[src/rtl/wb_reg_file.sv]
// Write-back stage of the MEM/WB interface: selects result data and destination, commits
// into the GPR file with write-first bypass on both ID read ports, and counts committed writes.
module wb_reg_file #(
  parameter int DATA_W = 32,
  parameter int ADDR_W = 5,
  parameter int NREGS  = 32
) (
  input  logic              Clk,
  input  logic              Reset,
  input  logic [31:0]       Instruction_WB,
  input  logic [DATA_W-1:0] ALUResult_WB,
  input  logic [DATA_W-1:0] ReadDataFromMem_WB,
  input  logic [DATA_W-1:0] ReadData1_WB,
  input  logic              MemtoReg_WB,
  input  logic              RegWrite_WB,
  input  logic              RegWriteSel_WB,
  input  logic              Zero_WB,
  input  logic [1:0]        RegDst_WB,
  input  logic [1:0]        RegDataSel_WB,
  input  logic [ADDR_W-1:0] ReadReg1,
  input  logic [ADDR_W-1:0] ReadReg2,
  output logic [DATA_W-1:0] ReadData1,
  output logic [DATA_W-1:0] ReadData2,
  output logic              WBWriteEn,
  output logic [ADDR_W-1:0] WBWriteAddr,
  output logic [DATA_W-1:0] WBWriteData,
  output logic [31:0]       WBCount
);

  logic [DATA_W-1:0] regs_q [NREGS];
  logic [31:0]       count_q, count_d;
  logic              dst_vld;
  logic              unused_instr;

  // Only the rt/rd fields of the instruction matter at write-back.
  assign unused_instr = ^{Instruction_WB[31:21], Instruction_WB[10:0]};

  always_comb begin
    WBWriteAddr = '0;
    dst_vld     = 1'b1;
    unique case (RegDst_WB)
      2'b00:   WBWriteAddr = ADDR_W'(Instruction_WB[20:16]);
      2'b01:   WBWriteAddr = ADDR_W'(Instruction_WB[15:11]);
      2'b10:   WBWriteAddr = ADDR_W'(31);
      default: dst_vld     = 1'b0;
    endcase
  end

  always_comb begin
    WBWriteData = ALUResult_WB;
    unique case (RegDataSel_WB)
      2'b00:   WBWriteData = MemtoReg_WB ? ReadDataFromMem_WB : ALUResult_WB;
      2'b01:   WBWriteData = ReadData1_WB;
      2'b10:   WBWriteData = {{(DATA_W-8){ReadDataFromMem_WB[7]}}, ReadDataFromMem_WB[7:0]};
      default: WBWriteData = {{(DATA_W-16){ReadDataFromMem_WB[15]}}, ReadDataFromMem_WB[15:0]};
    endcase
  end

  // r0 is hard-wired: writes to it are dropped and never counted.
  assign WBWriteEn = RegWrite_WB & dst_vld & (WBWriteAddr != '0) &
                     (~RegWriteSel_WB | Zero_WB);
  assign count_d   = count_q + 32'd1;
  assign WBCount   = count_q;

  always_ff @(posedge Clk or negedge Reset) begin
    if (!Reset) begin
      for (int i = 0; i < NREGS; i++) regs_q[i] <= '0;
      count_q <= '0;
    end else if (WBWriteEn) begin
      regs_q[WBWriteAddr] <= WBWriteData;
      count_q             <= count_d;
    end
  end

  always_comb begin
    ReadData1 = regs_q[ReadReg1];
    if (ReadReg1 == '0)                               ReadData1 = '0;
    else if (WBWriteEn && (WBWriteAddr == ReadReg1)) ReadData1 = WBWriteData;
  end

  always_comb begin
    ReadData2 = regs_q[ReadReg2];
    if (ReadReg2 == '0)                               ReadData2 = '0;
    else if (WBWriteEn && (WBWriteAddr == ReadReg2)) ReadData2 = WBWriteData;
  end

endmodule

[config.mk]
export PLATFORM = sky130hd
export DESIGN_NAME = wb_reg_file
export DESIGN_NICKNAME = d
export VERILOG_FILES = /design/src/rtl/wb_reg_file.sv
export SDC_FILE = /design/constraint.sdc
export NUM_CORES = 2
export LEC_CHECK = 0
export CAP_MARGIN = 10
export CORE_MARGIN = 8
export CORE_UTILIZATION = 55
export DETAILED_ROUTE_END_ITERATION = 12
export GPL_ROUTABILITY_DRIVEN = 0
export PLACE_DENSITY = 0.74
export SLEW_MARGIN = 40
export SYNTH_ARGS = -nofsm -noshare
export SYNTH_HDL_FRONTEND = slang
export SYNTH_SLANG_ARGS = --single-unit
[constraint.sdc]
create_clock -name Clk -period 6.6 [get_ports Clk]
set_clock_uncertainty 0.15 [all_clocks]
set_input_delay 1.65 -clock Clk [delete_from_list [all_inputs] [get_ports Clk]]
set_output_delay 1.65 -clock Clk [all_outputs]
set_load 0.05 [all_outputs]
-- Word level (Yosys, flattened, before mapping)
Cells that the tools add are included.
- bits in registers: 1056
- word-level logic and storage cells: 78
- output and inout bits: 134
- bits of input ports: 148
- memory bits (read-only): 0
- memories kept: 0
- RAM bits: 0
- bits in latches: 0
- divide/modulo/power cells: 0
- reductions and logical operators: 9
- bitwise operators: 8
- muxes and demuxes: 17
- multiply operators: 0
- equal/unequal tests: 6
- $add $sub $neg: 1
- shifts and indexed selects: 0
- $lt $le $gt $ge: 4
- operators with widths (cell ; count):
    1024-bit bitwise mux ; 1
    32-bit binary-select mux with 5-bit select ; 2
    32-bit 2-to-1 mux ; 10
    32-bit demux with 5-bit select ; 1
    32-bit one-hot mux with 3 select lines ; 1
    32-bit by 1-bit adder with 32-bit output, second input constant ; 1
    6-bit >= comparator, second input constant ; 3
    5-bit inverter with 6-bit output ; 3
    5-bit one-hot mux with 3 select lines ; 1
    5-bit equality test ; 2
    5-bit logical NOT ; 2
    6-bit by 1-bit < comparator with 1-bit output, second input constant ; 1
    5-bit nonzero test ; 1
    2-bit by 1-bit equality test with 1-bit output, second input constant ; 2
    2-bit equality test, second input constant ; 2
    2-bit logical NOT ; 2
    1-bit AND ; 3
    1-bit logical AND ; 3
    3-bit OR reduction ; 1
    1-bit 2-to-1 mux ; 1
    1-bit inverter ; 1
    1-bit OR ; 1

-- Depth between registers and ports, before layout
- depth in word-level cells: 9
- gate-level depth with buffers: 11
- depth with buffers taken out: 7

-- Least setup slack after synthesis
Ideal clock, no wire load.
- path type: in2out
- start point: in RegDst_WB[0]
- end point: out ReadData2[10]
- stages: 9
- path slack: 186 ps
- data arrival time: 4614 ps
- required time: 4800 ps
- buffers on the path: 3
- cells stage by stage: buf_2 > buf_2 > a2bb2oi_2 > inv_1 > xnor2_1 > nor4_4 > buf_2 > nor3_1 > a211oi_1
- elaborated cells between the ends (all ways): 14
- classes of those cells: 3 x eq/ne; 4 x mux; 3 x bitwise; 4 x reduce/logical
- RTL lines (element ; line ; text):
    start: declaration ; 18 ; input logic [1:0] RegDst_WB,
    2-bit equality test, or another cell as far along ; 41 ; unique case (RegDst_WB)
    5-bit one-hot mux with 3 select lines (*) ; 41 ;
    net WBWriteAddr[4] ; 25 ; output logic [ADDR_W-1:0] WBWriteAddr,
    5-bit nonzero test ; 60 ; assign WBWriteEn = RegWrite_WB & dst_vld & (WBWriteAddr != '0) &
    1-bit AND (2 in series) ; 60 ;
    1-bit logical AND (*) ; 84 ; else if (WBWriteEn && (WBWriteAddr == ReadReg2)) ReadData2 = WBWriteData;
    32-bit 2-to-1 mux (*) ; 84 ;
    32-bit 2-to-1 mux (*) ; 83 ; if (ReadReg2 == '0) ReadData2 = '0;
    end: declaration ; 23 ; output logic [DATA_W-1:0] ReadData2,
The timed path passes the listed nets; every way through them passes the cells marked *.

-- Worst setup path after layout
- start point: in RegDst_WB[1]
- end point: out ReadData1[17]
- cells in the longest elaborated chain, start to end: 9
- elaborated cells between the ends (all ways): 14
- classes of those cells: 3 x eq/ne; 4 x mux; 3 x bitwise; 4 x reduce/logical
- RTL lines (element ; line ; text):
    2-bit equality test, or another cell as far along ; 41 ;
    3-bit OR reduction (no source line) ; - ;
    1-bit 2-to-1 mux ; 41 ;
    1-bit AND (3 in series) ; 60 ;
    1-bit logical AND (*) ; 78 ; else if (WBWriteEn && (WBWriteAddr == ReadReg1)) ReadData1 = WBWriteData;
    32-bit 2-to-1 mux (*) ; 78 ;
    32-bit 2-to-1 mux (*) ; 77 ; if (ReadReg1 == '0) ReadData1 = '0;
    end: declaration ; 22 ; output logic [DATA_W-1:0] ReadData1,
Every way passes the cells marked *; elsewhere a longest branch is shown, timed or not.

==> impl_metrics.ini <==
[status]
status = complete, no violations

[cells_and_area]
final_cell_area_um2 = 66700
layout_common_cells = 1103 x nand2_1, 1056 x dfrtp_1, 962 x o21ai_0
drive_gt1_share_pct = 15.3
n_fill_cell = 7873
nets = 5942
syn_to_final_growth_pct = 18.5
final_common_cell = nand2_1

[setup_path]
crit_type = in2out
arrival_ps = 4680
cp-start-kind = input port
crit_start = RegDst_WB[1]
required_ps = 4800
cp_max_fo = 20
crit_path_end_kind = output pin
rr_startpoint = WBCount[0]

[synth]
synth.area.top_cells = dfrtp_1 47%, mux2i_1 13%, o21ai_0 8.7%, mux4_2 8.0%, nand2_1 7.4%
yosysSeqAreaShare_pct = 47.0
syn_avg_cell_area_um2 = 9.83
syn_inst = 5726
synth_ff_type = dfrtp_1
async_reset_ff_share_pct = 100
syn_area_um2 = 56300
synth_edf_count = 0
synth.largest_area_cell = dfrtp_1
syn_nets = 5875
synth-seq-cells = 1056
ys_warn_count = 0
synth.top_cell.area_share_pct = 47.0
synth_cell_types = 54

[place]
pre_cts_ws_ps = -91.1
dpl_cell_area_um2 = 62800
dp_hpwl_mm = 122
io_buffers = 259

[clock_tree]
clkLatencyLatePin_ps = 710
cts_tree = done
numCtsBuffers = 111
clock_sinks = 1056
root_buffer = clkbuf_16
max-clock-path-buffers = 3
clk_pin_slew_ps = 50
htree_levels = 3
hold_buffers = 0

[power_and_ir_drop]
p_comb_share_pct = 24.7
peakVddDrop_mv = 0.235
power_frac_clock_pct = 31.5
p_leak_uw = 0.0304
finalPower_uw = 20600
powerDensity_nw_per_um2 = 309
p_seq_share_pct = 43.8
switchingPower_uw = 6640
intPower_uw = 14000
swShare_pct = 32.2

[global_routing]
antenna_found_initial = 7
grt_util_all_layers_pct = 34.1
grt_max_degree = 145
grt_pass1_wl_mm = 295
overflow = 0
grt_pass1_vias = 47300

[drt]
drt_iter0_drc = 5998
vias = 47700
first_pass_iters = 6
drt-wirelength-per-cell_um = 27.2
vias_per_cell = 6.58
routed_wl_mm = 197
drc_errors = 0
final_antenna_net_count = 0

[die]
ios = 282
die_y_um = 336
row_count = 117
start_util_pct = 55.4
die_w_um = 336
coreArea_um2 = 102000
fp.dieArea_um2 = 113000

[sta]
timing.fmax_ghz = 0.154
finalSetupViolCount = 0
relSlewSlack_pct = 39.3
fin_crit_sh_pct = 98.1
fin_ws_ps = 123
tns_ps = 0
maxSlewViolCount = 0
final.min_clock_period_ps = 6480
hold_viol = 0
worst_pin_slew_ps = 908

[hold_path]
hold_class = reg2reg
hp-start = regs_q[1017]

[flow_run]
cap_viol_max_count = 0
[per-stage QoR]
step	cells	hold WS, ps	utilization, %
after floorplan	5726	291	-
after global routing	7252	259	65.6
after detailed placement	7041	237	61.8
after CTS	7245	250	65.5
after global placement	7016	228	61.2
final	7253	253	65.6
[layer usage]
metal  share of wire, %  global-route usage, %  vias to the layer above
met5              0.011                   1.11                        -
met1                 37                   44.1                    23500
met4                6.1                   18.3                        4
met3                 12                   9.57                      730
met2                 45                   52.2                     2929
li1                   -                      -                    20600
[what timing repair did]
| item | in CTS | in global routing |
|---|---|---|
| setup buffers | 0 | 4 |
| gates cloned | 0 | 1 |
| setup endpoints to repair | 2 | 44 |
| endpoints found under the hold margin | 0 | 0 |
| pin swaps | 1 | 3 |
| resized for setup | 1 | 10 |
[state kept, by name (all words and copies together) (netlist names)]
signal and cells:
WBCount 32, regs_q 1024
[path summary, 6_finish.rpt]
path,cells past startpoint,slack [ps],to
max in group asynchronous,3,4140,regs_q[626]
worst max register to register,5,4380,WBCount[31]
min in group asynchronous,1,670,WBCount[27]
worst max-delay path,11,120,ReadData1[17]
worst min-delay path,0,250,regs_q[1017]
worst min register to register,0,250,regs_q[1017]
[worst max-delay path, stage by stage]
cell             delay [ps]
clkdlybuf4s50_1         460
buf_4                   200
nand2b_1                230
o22ai_2                 280
o21ai_1                 240
nor4_4                  410
buf_12                  240
buf_12                  200
nor3_1                   80
a211oi_2                440
buf_12                  200
[kinds of logic (layout without fill, tap and decap cells)]
kind of cell | after synthesis | after routing | share of synthesized area [%]
and+or+nand+nor | 1561 | 1561 | 11.4
AOI/OAI and AO/OA | 1475 | 1475 | 14.9
DFF | 1056 | 1056 | 47.0
muxes | 976 | 976 | 21.9
buffers and inverters | 624 | 782 | 4.41
xor gates and xnor gates | 33 | 33 | 0.514
adders and majority gates | 1 | 1 | 0.0222
other | 0 | 1 | 0
[cell type report]
type / instances / area, um2 / area share, %
Tap cell: 1368 / 1710 / 2.57
Timing Repair Buffer: 532 / 6690 / 10.0
Antenna cell: 1 / 2.50 / 0.00375
Clock inverter: 45 / 472 / 0.707
Sequential cell: 1056 / 26400 / 39.6
Multi-Input combinational cell: 4046 / 27900 / 41.9
Clock buffer: 159 / 3310 / 4.96
Inverter: 46 / 173 / 0.259
[power groups by stage]
stage / clock network, uW / registers [uW] / logic [uW]
global route: 6780 / 9180 / 5550
global placement: 0 / 8960 / 4830
CTS: 6520 / 8960 / 5050
floorplan: 0 / 8800 / 3270
finish: 6490 / 9030 / 5090
detailed placement: 0 / 9060 / 5010
[cell usage after synthesis (8+ instances only)]
master    number
nor2_1       123
o21ai_0      979
a211oi_2      14
clkbuf_1     462
dfrtp_1     1056
inv_1         44
o221ai_1      31
xor2_1         8
nor3_1        72
nand2_1     1109
nand3_1      198
buf_2         87
mux2i_1      745
buf_1         24
mux2_2        32
nand4_1       11
o21ai_1       13
mux4_2       199
a22oi_1      224
xnor2_1       25
a211oi_1      53
a21oi_1      140
(Power assumes the default switching activity.)
